**src/rtl/dmem_arbiter.sv**
```systemverilog
// ---------------------------------------------------------------------------
// dmem_arbiter
// Shares one single-port DataMEM between the pipeline MEM stage (port 0) and
// a debug/loader port (port 1). One access is performed per clock. Port 0
// has priority, but a starvation counter hands the memory to port 1 once
// port 0 has won P0_MAX_BURST consecutive contended cycles. Read data is
// registered back to the port that issued the read.
//
// Optional feature: define DMEM_ARB_STATS_EN to add the access/wait
// statistics counters (Cnt0, Cnt1, Cnt_wait1) and the Stats_clr input.
//
// Ports:
//   Clk, Rst_n                  clock (rising edge), async active-low reset
//   Req0/We0/Addr0/Wd0          port 0 request, write enable, address, data
//   Gnt0, Stall0                port 0 grant (combinational), stall request
//   Rvalid0, Rd0                port 0 registered read valid pulse and data
//   Req1/We1/Addr1/Wd1          port 1 request, write enable, address, data
//   Gnt1, Rvalid1, Rd1          port 1 grant, read valid pulse and data
//   Mem_WE/Mem_RE/Mem_A/Mem_WD  DataMEM control, address, write data
//   Mem_RD                      DataMEM combinational read data
//   Last_grant                  status: 00 IDLE, 01 SERVE0, 10 SERVE1
//   Stats_clr, Cnt0, Cnt1, Cnt_wait1   (DMEM_ARB_STATS_EN only)
// ---------------------------------------------------------------------------
module dmem_arbiter #(
    parameter int AW           = 8,
    parameter int DW           = 8,
    parameter int P0_MAX_BURST = 4
) (
    input  logic          Clk,
    input  logic          Rst_n,
    input  logic          Req0,
    input  logic          We0,
    input  logic [AW-1:0] Addr0,
    input  logic [DW-1:0] Wd0,
    output logic          Gnt0,
    output logic          Stall0,
    output logic          Rvalid0,
    output logic [DW-1:0] Rd0,
    input  logic          Req1,
    input  logic          We1,
    input  logic [AW-1:0] Addr1,
    input  logic [DW-1:0] Wd1,
    output logic          Gnt1,
    output logic          Rvalid1,
    output logic [DW-1:0] Rd1,
    output logic          Mem_WE,
    output logic          Mem_RE,
    output logic [AW-1:0] Mem_A,
    output logic [DW-1:0] Mem_WD,
    input  logic [DW-1:0] Mem_RD,
    output logic [1:0]    Last_grant
`ifdef DMEM_ARB_STATS_EN
    ,
    input  logic          Stats_clr,
    output logic [15:0]   Cnt0,
    output logic [15:0]   Cnt1,
    output logic [15:0]   Cnt_wait1
`endif
);

    localparam logic [3:0] MaxBurst = 4'(P0_MAX_BURST);

    typedef enum logic [1:0] {
        IDLE   = 2'b00,
        SERVE0 = 2'b01,
        SERVE1 = 2'b10
    } state_t;

    state_t          state_q, state_d;
    logic [3:0]      starve_q, starve_d;
    logic            rvalid0_q, rvalid1_q;
    logic [DW-1:0]   rd0_q, rd1_q;
    logic            p1Turn;
    logic            rdGnt0, rdGnt1;

    // Port 1 wins when it is alone or once port 0 has used up its burst
    // allowance. Both grants are gated by Rst_n so nothing reaches the
    // memory while reset is held, whatever the requesters are doing.
    assign p1Turn = Req1 & (~Req0 | (starve_q == MaxBurst));
    assign Gnt1   = Rst_n & p1Turn;
    assign Gnt0   = Rst_n & Req0 & ~p1Turn;
    assign Stall0 = Req0 & ~Gnt0;

    assign rdGnt0 = Gnt0 & ~We0;
    assign rdGnt1 = Gnt1 & ~We1;

    // Memory-side mux: the granted port drives DataMEM, otherwise all zero.
    always_comb begin
        Mem_WE = 1'b0;
        Mem_RE = 1'b0;
        Mem_A  = '0;
        Mem_WD = '0;
        if (Gnt1) begin
            Mem_WE = We1;
            Mem_RE = ~We1;
            Mem_A  = Addr1;
            Mem_WD = Wd1;
        end else if (Gnt0) begin
            Mem_WE = We0;
            Mem_RE = ~We0;
            Mem_A  = Addr0;
            Mem_WD = Wd0;
        end
    end

    // Starvation counter: counts contended cycles port 1 lost to port 0,
    // saturating at the burst limit; cleared once port 1 is served or leaves.
    always_comb begin
        starve_d = starve_q;
        if (Gnt1 || !Req1) begin
            starve_d = '0;
        end else if (Gnt0 && (starve_q != MaxBurst)) begin
            starve_d = starve_q + 4'd1;
        end
    end

    // Status FSM next state: follows whichever port was granted this cycle.
    always_comb begin
        state_d = IDLE;
        if (Gnt0) begin
            state_d = SERVE0;
        end else if (Gnt1) begin
            state_d = SERVE1;
        end
    end

    // State, counter and read-return registers. Read data is captured only
    // on that port's own granted read so it holds until the port reads again.
    always_ff @(posedge Clk or negedge Rst_n) begin
        if (!Rst_n) begin
            state_q   <= IDLE;
            starve_q  <= '0;
            rvalid0_q <= 1'b0;
            rvalid1_q <= 1'b0;
            rd0_q     <= '0;
            rd1_q     <= '0;
        end else begin
            state_q   <= state_d;
            starve_q  <= starve_d;
            rvalid0_q <= rdGnt0;
            rvalid1_q <= rdGnt1;
            if (rdGnt0) begin
                rd0_q <= Mem_RD;
            end
            if (rdGnt1) begin
                rd1_q <= Mem_RD;
            end
        end
    end

    assign Rvalid0    = rvalid0_q;
    assign Rvalid1    = rvalid1_q;
    assign Rd0        = rd0_q;
    assign Rd1        = rd1_q;
    assign Last_grant = state_q;

`ifdef DMEM_ARB_STATS_EN
    logic [15:0] cnt0_q, cnt1_q, cntWait1_q;

    // Saturating statistics; a synchronous clear beats any increment.
    always_ff @(posedge Clk or negedge Rst_n) begin
        if (!Rst_n) begin
            cnt0_q     <= '0;
            cnt1_q     <= '0;
            cntWait1_q <= '0;
        end else if (Stats_clr) begin
            cnt0_q     <= '0;
            cnt1_q     <= '0;
            cntWait1_q <= '0;
        end else begin
            if (Gnt0 && (cnt0_q != 16'hFFFF)) begin
                cnt0_q <= cnt0_q + 16'd1;
            end
            if (Gnt1 && (cnt1_q != 16'hFFFF)) begin
                cnt1_q <= cnt1_q + 16'd1;
            end
            if (Req1 && !Gnt1 && (cntWait1_q != 16'hFFFF)) begin
                cntWait1_q <= cntWait1_q + 16'd1;
            end
        end
    end

    assign Cnt0      = cnt0_q;
    assign Cnt1      = cnt1_q;
    assign Cnt_wait1 = cntWait1_q;
`endif

endmodule

```
**config.mk**
```make
export PLATFORM = sky130hd
export DESIGN_NAME = dmem_arbiter
export DESIGN_NICKNAME = d
export VERILOG_FILES = /design/src/rtl/dmem_arbiter.sv
export SDC_FILE = /design/constraint.sdc
export NUM_CORES = 1
export LEC_CHECK = 0
export BUFFER_PORTS_ARGS = -buffer_cell sky130_fd_sc_hd__buf_2
export CAP_MARGIN = 5
export CELL_PAD_IN_SITES_DETAIL_PLACEMENT = 1
export CELL_PAD_IN_SITES_GLOBAL_PLACEMENT = 1
export CORE_MARGIN = 4
export CORE_UTILIZATION = 31
export DETAILED_ROUTE_END_ITERATION = 10
export PLACE_DENSITY = 0.93
export SLEW_MARGIN = 20
export SYNTH_ARGS = -nofsm -noshare
export SYNTH_HDL_FRONTEND = slang
export SYNTH_SLANG_ARGS = --single-unit
```
**constraint.sdc**
```tcl
create_clock -name Clk -period 2.8 [get_ports Clk]
set_input_delay 0.28 -clock Clk [delete_from_list [all_inputs] [get_ports Clk]]
set_output_delay 0.28 -clock Clk [all_outputs]
set_load 0.005 [all_outputs]
```
=== After elaboration in Yosys (flattened, before gate mapping) ===
Index checks and enable logic that the tools add are counted.

* Register bits: 24
* Input port bits: 46
* Output and inout port bits: 41

* Add/sub/neg operators: 1
* Equal/unequal tests: 2
* Muxes and demuxes: 12
* Bitwise logic cells: 13
* Reductions and logical operators: 4

{| class="wikitable"
|+ Operator list
! kind !! count
|-
| $mux W8 || 4
|-
| $mux W4 || 2
|-
| $and A1 B1 Y1 || 7
|-
| $not A1 Y1 || 5
|-
| $add A4 B1 Y4 const B || 1
|-
| $eq A4 B3 Y1 const B || 1
|-
| $mux W1 || 4
|-
| $mux W2 || 2
|-
| $ne A4 B3 Y1 const B || 1
|-
| $reduce_bool A2 Y1 || 1
|-
| $logic_and A1 B1 Y1 || 1
|-
| $logic_not A1 Y1 || 1
|-
| $logic_or A1 B1 Y1 || 1
|-
| $or A1 B1 Y1 || 1
|}

=== Depth between registers and ports, before layout ===
* Depth after elaboration: 8
* Gate-level depth with buffers: 7
* Depth with buffers taken out: 5

=== Worst setup path after synthesis ===
OpenSTA, ideal clock, no wires.

* Path kind: flip-flop to output port
* From: register starve_q[0]
* To: output Mem_A[0]
* Arrival: 1478 ps
* Slack: 1042 ps
* Stages on the path, launching flop included: 7
* Buffers on the path: 1
* Cells stage by stage: dfrtp_1 > inv_1 > ha_1 > nand3b_4 > a21oi_2 > buf_2 > a22o_1

* Elaborated cells between the ends (all ways): 8
* Classes of those cells: 1 x eq/ne; 2 x mux; 5 x bitwise

{| class="wikitable"
|+ RTL lines
! item !! line !! source
|-
| start: declaration || 70 || <nowiki>logic [3:0] starve_q, starve_d;</nowiki>
|-
| start signal: assignment || 139 || <nowiki>starve_q <= starve_d;</nowiki>
|-
| $eq A4 B3 Y1 || 79 || <nowiki>assign p1Turn = Req1 & (~Req0 | (starve_q == MaxBurst));</nowiki>
|-
| $or A1 B1 Y1 || 79 ||
|-
| $and A1 B1 Y1 || 79 ||
|-
| $and A1 B1 Y1 || 80 || <nowiki>assign Gnt1 = Rst_n & p1Turn;</nowiki>
|-
| named net Gnt1 || 43 || <nowiki>output logic Gnt1,</nowiki>
|-
| $mux W8 || 93 || <nowiki>if (Gnt1) begin</nowiki>
|-
| end: declaration || 48 || <nowiki>output logic [AW-1:0] Mem_A,</nowiki>
|}

The timed path passes the listed nets, and every way through them passes these cells.

=== Worst setup path in the final report ===
* From: register starve_q[0]
* To: output Mem_A[7]

* Word-level cells in the longest chain between the ends: 7
* Elaborated cells between the ends (all ways): 8
* Classes of those cells: 1 x eq/ne; 2 x mux; 5 x bitwise

{| class="wikitable"
|+ Ends and longest elaborated chain
! item !! line !! source
|-
| $eq A4 B3 Y1 (*) || 79 ||
|-
| $or A1 B1 Y1 (*) || 79 ||
|-
| $and A1 B1 Y1 (*) || 79 ||
|-
| $not A1 Y1 || 81 || <nowiki>assign Gnt0 = Rst_n & Req0 & ~p1Turn;</nowiki>
|-
| $and A1 B1 Y1 || 81 ||
|-
| $mux W8 || 98 || <nowiki>end else if (Gnt0) begin</nowiki>
|-
| $mux W8 (*) || 93 ||
|}

Mark *: on every way between the ends. The rest lies on a longest branch, timed or not.

==> results.py <==
metrics = {
    "setup_path": {
        "crit_path_end": "Mem_A[7]",
        "startpoint_type": "flop",
        "reg2reg_to": "Rd1[6]",
        "arrival_ns": 2.09,
        "path_class": "flop to primary output",
        "r2r-start": "starve_q[0]",
        "worstPathMaxFanout": 18,
        "required_ns": 2.52,
        "r2r_cells": 5,
        "rrSetupSlack_ns": 0.86,
        "cp-startpoint": "starve_q[0]",
        "slowest_delay_ns": 0.60,
        "critPathSlowestCell": "a21oi_2",
        "endpoint_kind": "primary output",
        "path_cells": "inv_1, ha_1, nand3b_4, a21oi_2, a22o_1, buf_2",
    },
    "die": {
        "start_util_pct": 32.2,
        "dieWidth_um": 69.9,
        "core_area_um2": 3690,
        "placementRows": 22,
        "io_pins": 87,
        "die_y_um": 69.9,
        "die_area_um2": 4880,
    },
    "grt": {
        "grt_pass1_vias": 1125,
        "antenna_found_initial": 0,
        "grt_overflow": 0,
        "track_usage_pct": 14.4,
        "grt_max_degree": 29,
        "grt_pass1_wl_mm": 5.70,
    },
    "synthesis": {
        "synth_seq_area_share_pct": 50.6,
        "syn_area_um2": 1190,
        "yosys-mux-area-fraction_pct": 16.1,
        "synth_fp_nets": 140,
        "synth_fa_ha_area_share_pct": 2.11,
        "yosysWarnings": 0,
        "synthSimpleGateAreaFrac_pct": 8.86,
        "synth.avg_cell_area_um2": 12.9,
        "synthXorXnorAreaFrac_pct": 0,
        "synth_top_family_by_area": "compound AO/OA/AOI/OAI gates",
        "synth-compound-area-share_pct": 18.8,
        "synth.ff_latch_count": 24,
        "synth_cell_types": 26,
        "synthCells": 92,
    },
    "placement": {
        "gp_congestion": 0.806,
        "dpl_cell_area_um2": 1650,
        "dpl.cell_count": 221,
        "dp_slack_ns": 0.709,
        "place_hpwl_mm": 2.83,
        "portBuffers": 86,
    },
    "clock_network": {
        "cts_tree": "built",
        "insertion_delay_ns": 0.26,
        "cts_root_buf": "clkbuf_8",
        "clk_pin_slew_ns": 0.08,
        "h-tree-depth": 1,
        "post-cts-setup-buffer-count": 0,
        "clk_path_buf_depth": 2,
        "clkSinkCount": 24,
        "cts_buffers": 3,
    },
    "detailed_routing": {
        "drtAntennaViolNets": 0,
        "first_pass_iters": 4,
        "drc_errors": 0,
        "dr_total_vias": 1071,
        "wire_per_inst_um": 15.6,
        "drt_iter0_markers": 41,
        "wl_mm": 3.52,
        "viasPerCell": 4.74,
    },
    "sta": {
        "setup_viol": 0,
        "fin_crit_ns": 2.37,
        "drv_slew": 0,
        "slew_headroom_pct": 51.0,
        "hold_violations": 0,
        "fin_skew_ns": 0.00569,
        "rsz0062_at_grt": "no",
        "fin_setup_tns_ns": 0,
        "worst_slew_pin_slew_ns": 0.735,
        "min_period_over_period_pct": 84.8,
        "layout_setup_ws_ns": 0.427,
        "fmax_mhz": 421,
    },
    "power_and_ir_drop": {
        "peakVddDrop_mv": 0.342,
        "p_comb_share_pct": 24.2,
        "swShare_pct": 25.1,
        "p_seq_share_pct": 49.1,
        "intPower_uw": 642,
        "p_clk_share_pct": 26.7,
        "p_leak_uw": 0.000910,
        "power_density_nw_per_um2": 499,
        "netSwitchingPower_uw": 215,
    },
    "layout": {
        "final_cells": 226,
        "fin_area_um2": 1720,
        "nets": 227,
        "layout_common_cells": "buf_2, dfrtp_1, a22o_1, mux2_2",
        "n_antenna_cell": 0,
        "final_util_pct": 46.6,
        "num-fill-cells": 448,
        "layout_commonest_cell": "buf_2",
        "syn_to_final_growth_pct": 44.9,
        "drive_gt1_share_pct": 63.5,
    },
    "min_path": {
        "worstHoldPathType": "input port to flop",
        "min_from": "Mem_RD[1]",
    },
    "run": {
        "drv_cap": 0,
    },
    "outcome": {
        "status": "completed",
    },
}
==> metal layers <==
| metal | vias to the layer above | GRT usage, % | part of all wire [%] |
|---|---|---|---|
| met2 | 26 | 25.6 | 55 |
| li1 | 520 | - | - |
| met4 | 0 | 2.34 | 0.97 |
| met1 | 521 | 17.2 | 39 |
| met3 | 4 | 4.32 | 4.7 |
| met5 | - | 0 | 0 |
==> final cells by class <==
| class | instances | area, µm² | share of cell area, % |
|---|---|---|---|
| clock buffer | 4 | 55.1 | 3.20 |
| inverter | 3 | 11.3 | 0.655 |
| sequential | 24 | 601 | 34.9 |
| multi-input combinational | 59 | 544 | 31.7 |
| timing repair buffer | 88 | 448 | 26.1 |
| tap | 48 | 60.1 | 3.49 |
==> how the worst min path moves through the flow <==
stage | end | depth (start not counted) | slack [ns]
floorplan | Last_grant[0] | 0 | -0.02
global placement | Last_grant[1] | 1 | 0.09
detailed placement | Last_grant[1] | 1 | 0.09
CTS | Rd1[1] | 2 | 0.25
global route | Rd0[2] | 2 | 0.25
finish | Rd1[1] | 2 | 0.26
==> flip-flops by register name, summed over array words and instances, names as in the netlist <==
name,flops
starve_q,4
Last_grant,2
Rd1,8
Rd0,8
Rvalid1,1
Rvalid0,1
==> worst max-delay path: cells and delay by family, from the launching register on <==
family / cells / cell delay (ns)
adders and majority gates: 1 / 0.21
and+or+nand+nor: 1 / 0.13
AOI/OAI and AO/OA: 2 / 0.85
buffers and inverters: 2 / 0.20
DFF: 1 / 0.43
==> cells by family after synthesis <==
| family | count (synthesis) |
|---|---|
| and+or+nand+nor | 15 |
| adders and majority gates | 2 |
| buffers and inverters | 9 |
| muxes | 17 |
| AOI/OAI and AO/OA | 25 |
| DFF | 24 |
==> cell usage after synthesis <==
| library cell | number | area [µm²] |
|---|---|---|
| dfrtp_1 | 24 | 601 |
| a22o_1 | 17 | 149 |
| mux2_2 | 17 | 191 |
| buf_2 | 5 | 25.0 |
| nand2_1 | 4 | 15.0 |
| inv_1 | 3 | 11.3 |
| ha_1 | 2 | 25.0 |
| nand3_1 | 2 | 10.0 |
| a211oi_4 | 1 | 20.0 |
| a21oi_1 | 1 | 5.00 |
| a21oi_2 | 1 | 8.76 |
| a41oi_1 | 1 | 8.76 |
| and3_1 | 1 | 6.26 |
| and3b_1 | 1 | 8.76 |
| and4b_1 | 1 | 10.0 |
| clkbuf_2 | 1 | 5.00 |
| nand2_2 | 1 | 6.26 |
| nand3b_1 | 1 | 7.51 |
| nand3b_4 | 1 | 20.0 |
| nand4b_1 | 1 | 8.76 |
| nor2b_1 | 1 | 6.26 |
| o22ai_1 | 1 | 6.26 |
| o31ai_1 | 1 | 7.51 |
| o32ai_1 | 1 | 8.76 |
| o41ai_1 | 1 | 8.76 |
| or2_2 | 1 | 6.26 |
==> repair_timing <==
| item | CTS | global route |
|---|---|---|
| hold endpoints to repair | 1 | 0 |
| setup endpoints to repair | 0 | 0 |
| hold buffers | 1 | 0 |
| gates resized for setup | 0 | 0 |
==> through the flow <==
stage	power, µW	hold WS (ns)
floorplan	516	-0.0156
global placement	632	0.0887
detailed placement	641	0.0893
CTS	881	0.247
global route	920	0.251
finish	857	0.261
==> power by group through the flow <==
stage	sequential [µW]	clock [µW]	combinational, µW
after floorplan	433	0	83.5
after global placement	426	0	205
after detailed placement	430	0	211
after CTS	423	246	213
after global routing	430	261	229
final	421	229	207
Power figures use the tool's default switching activity.
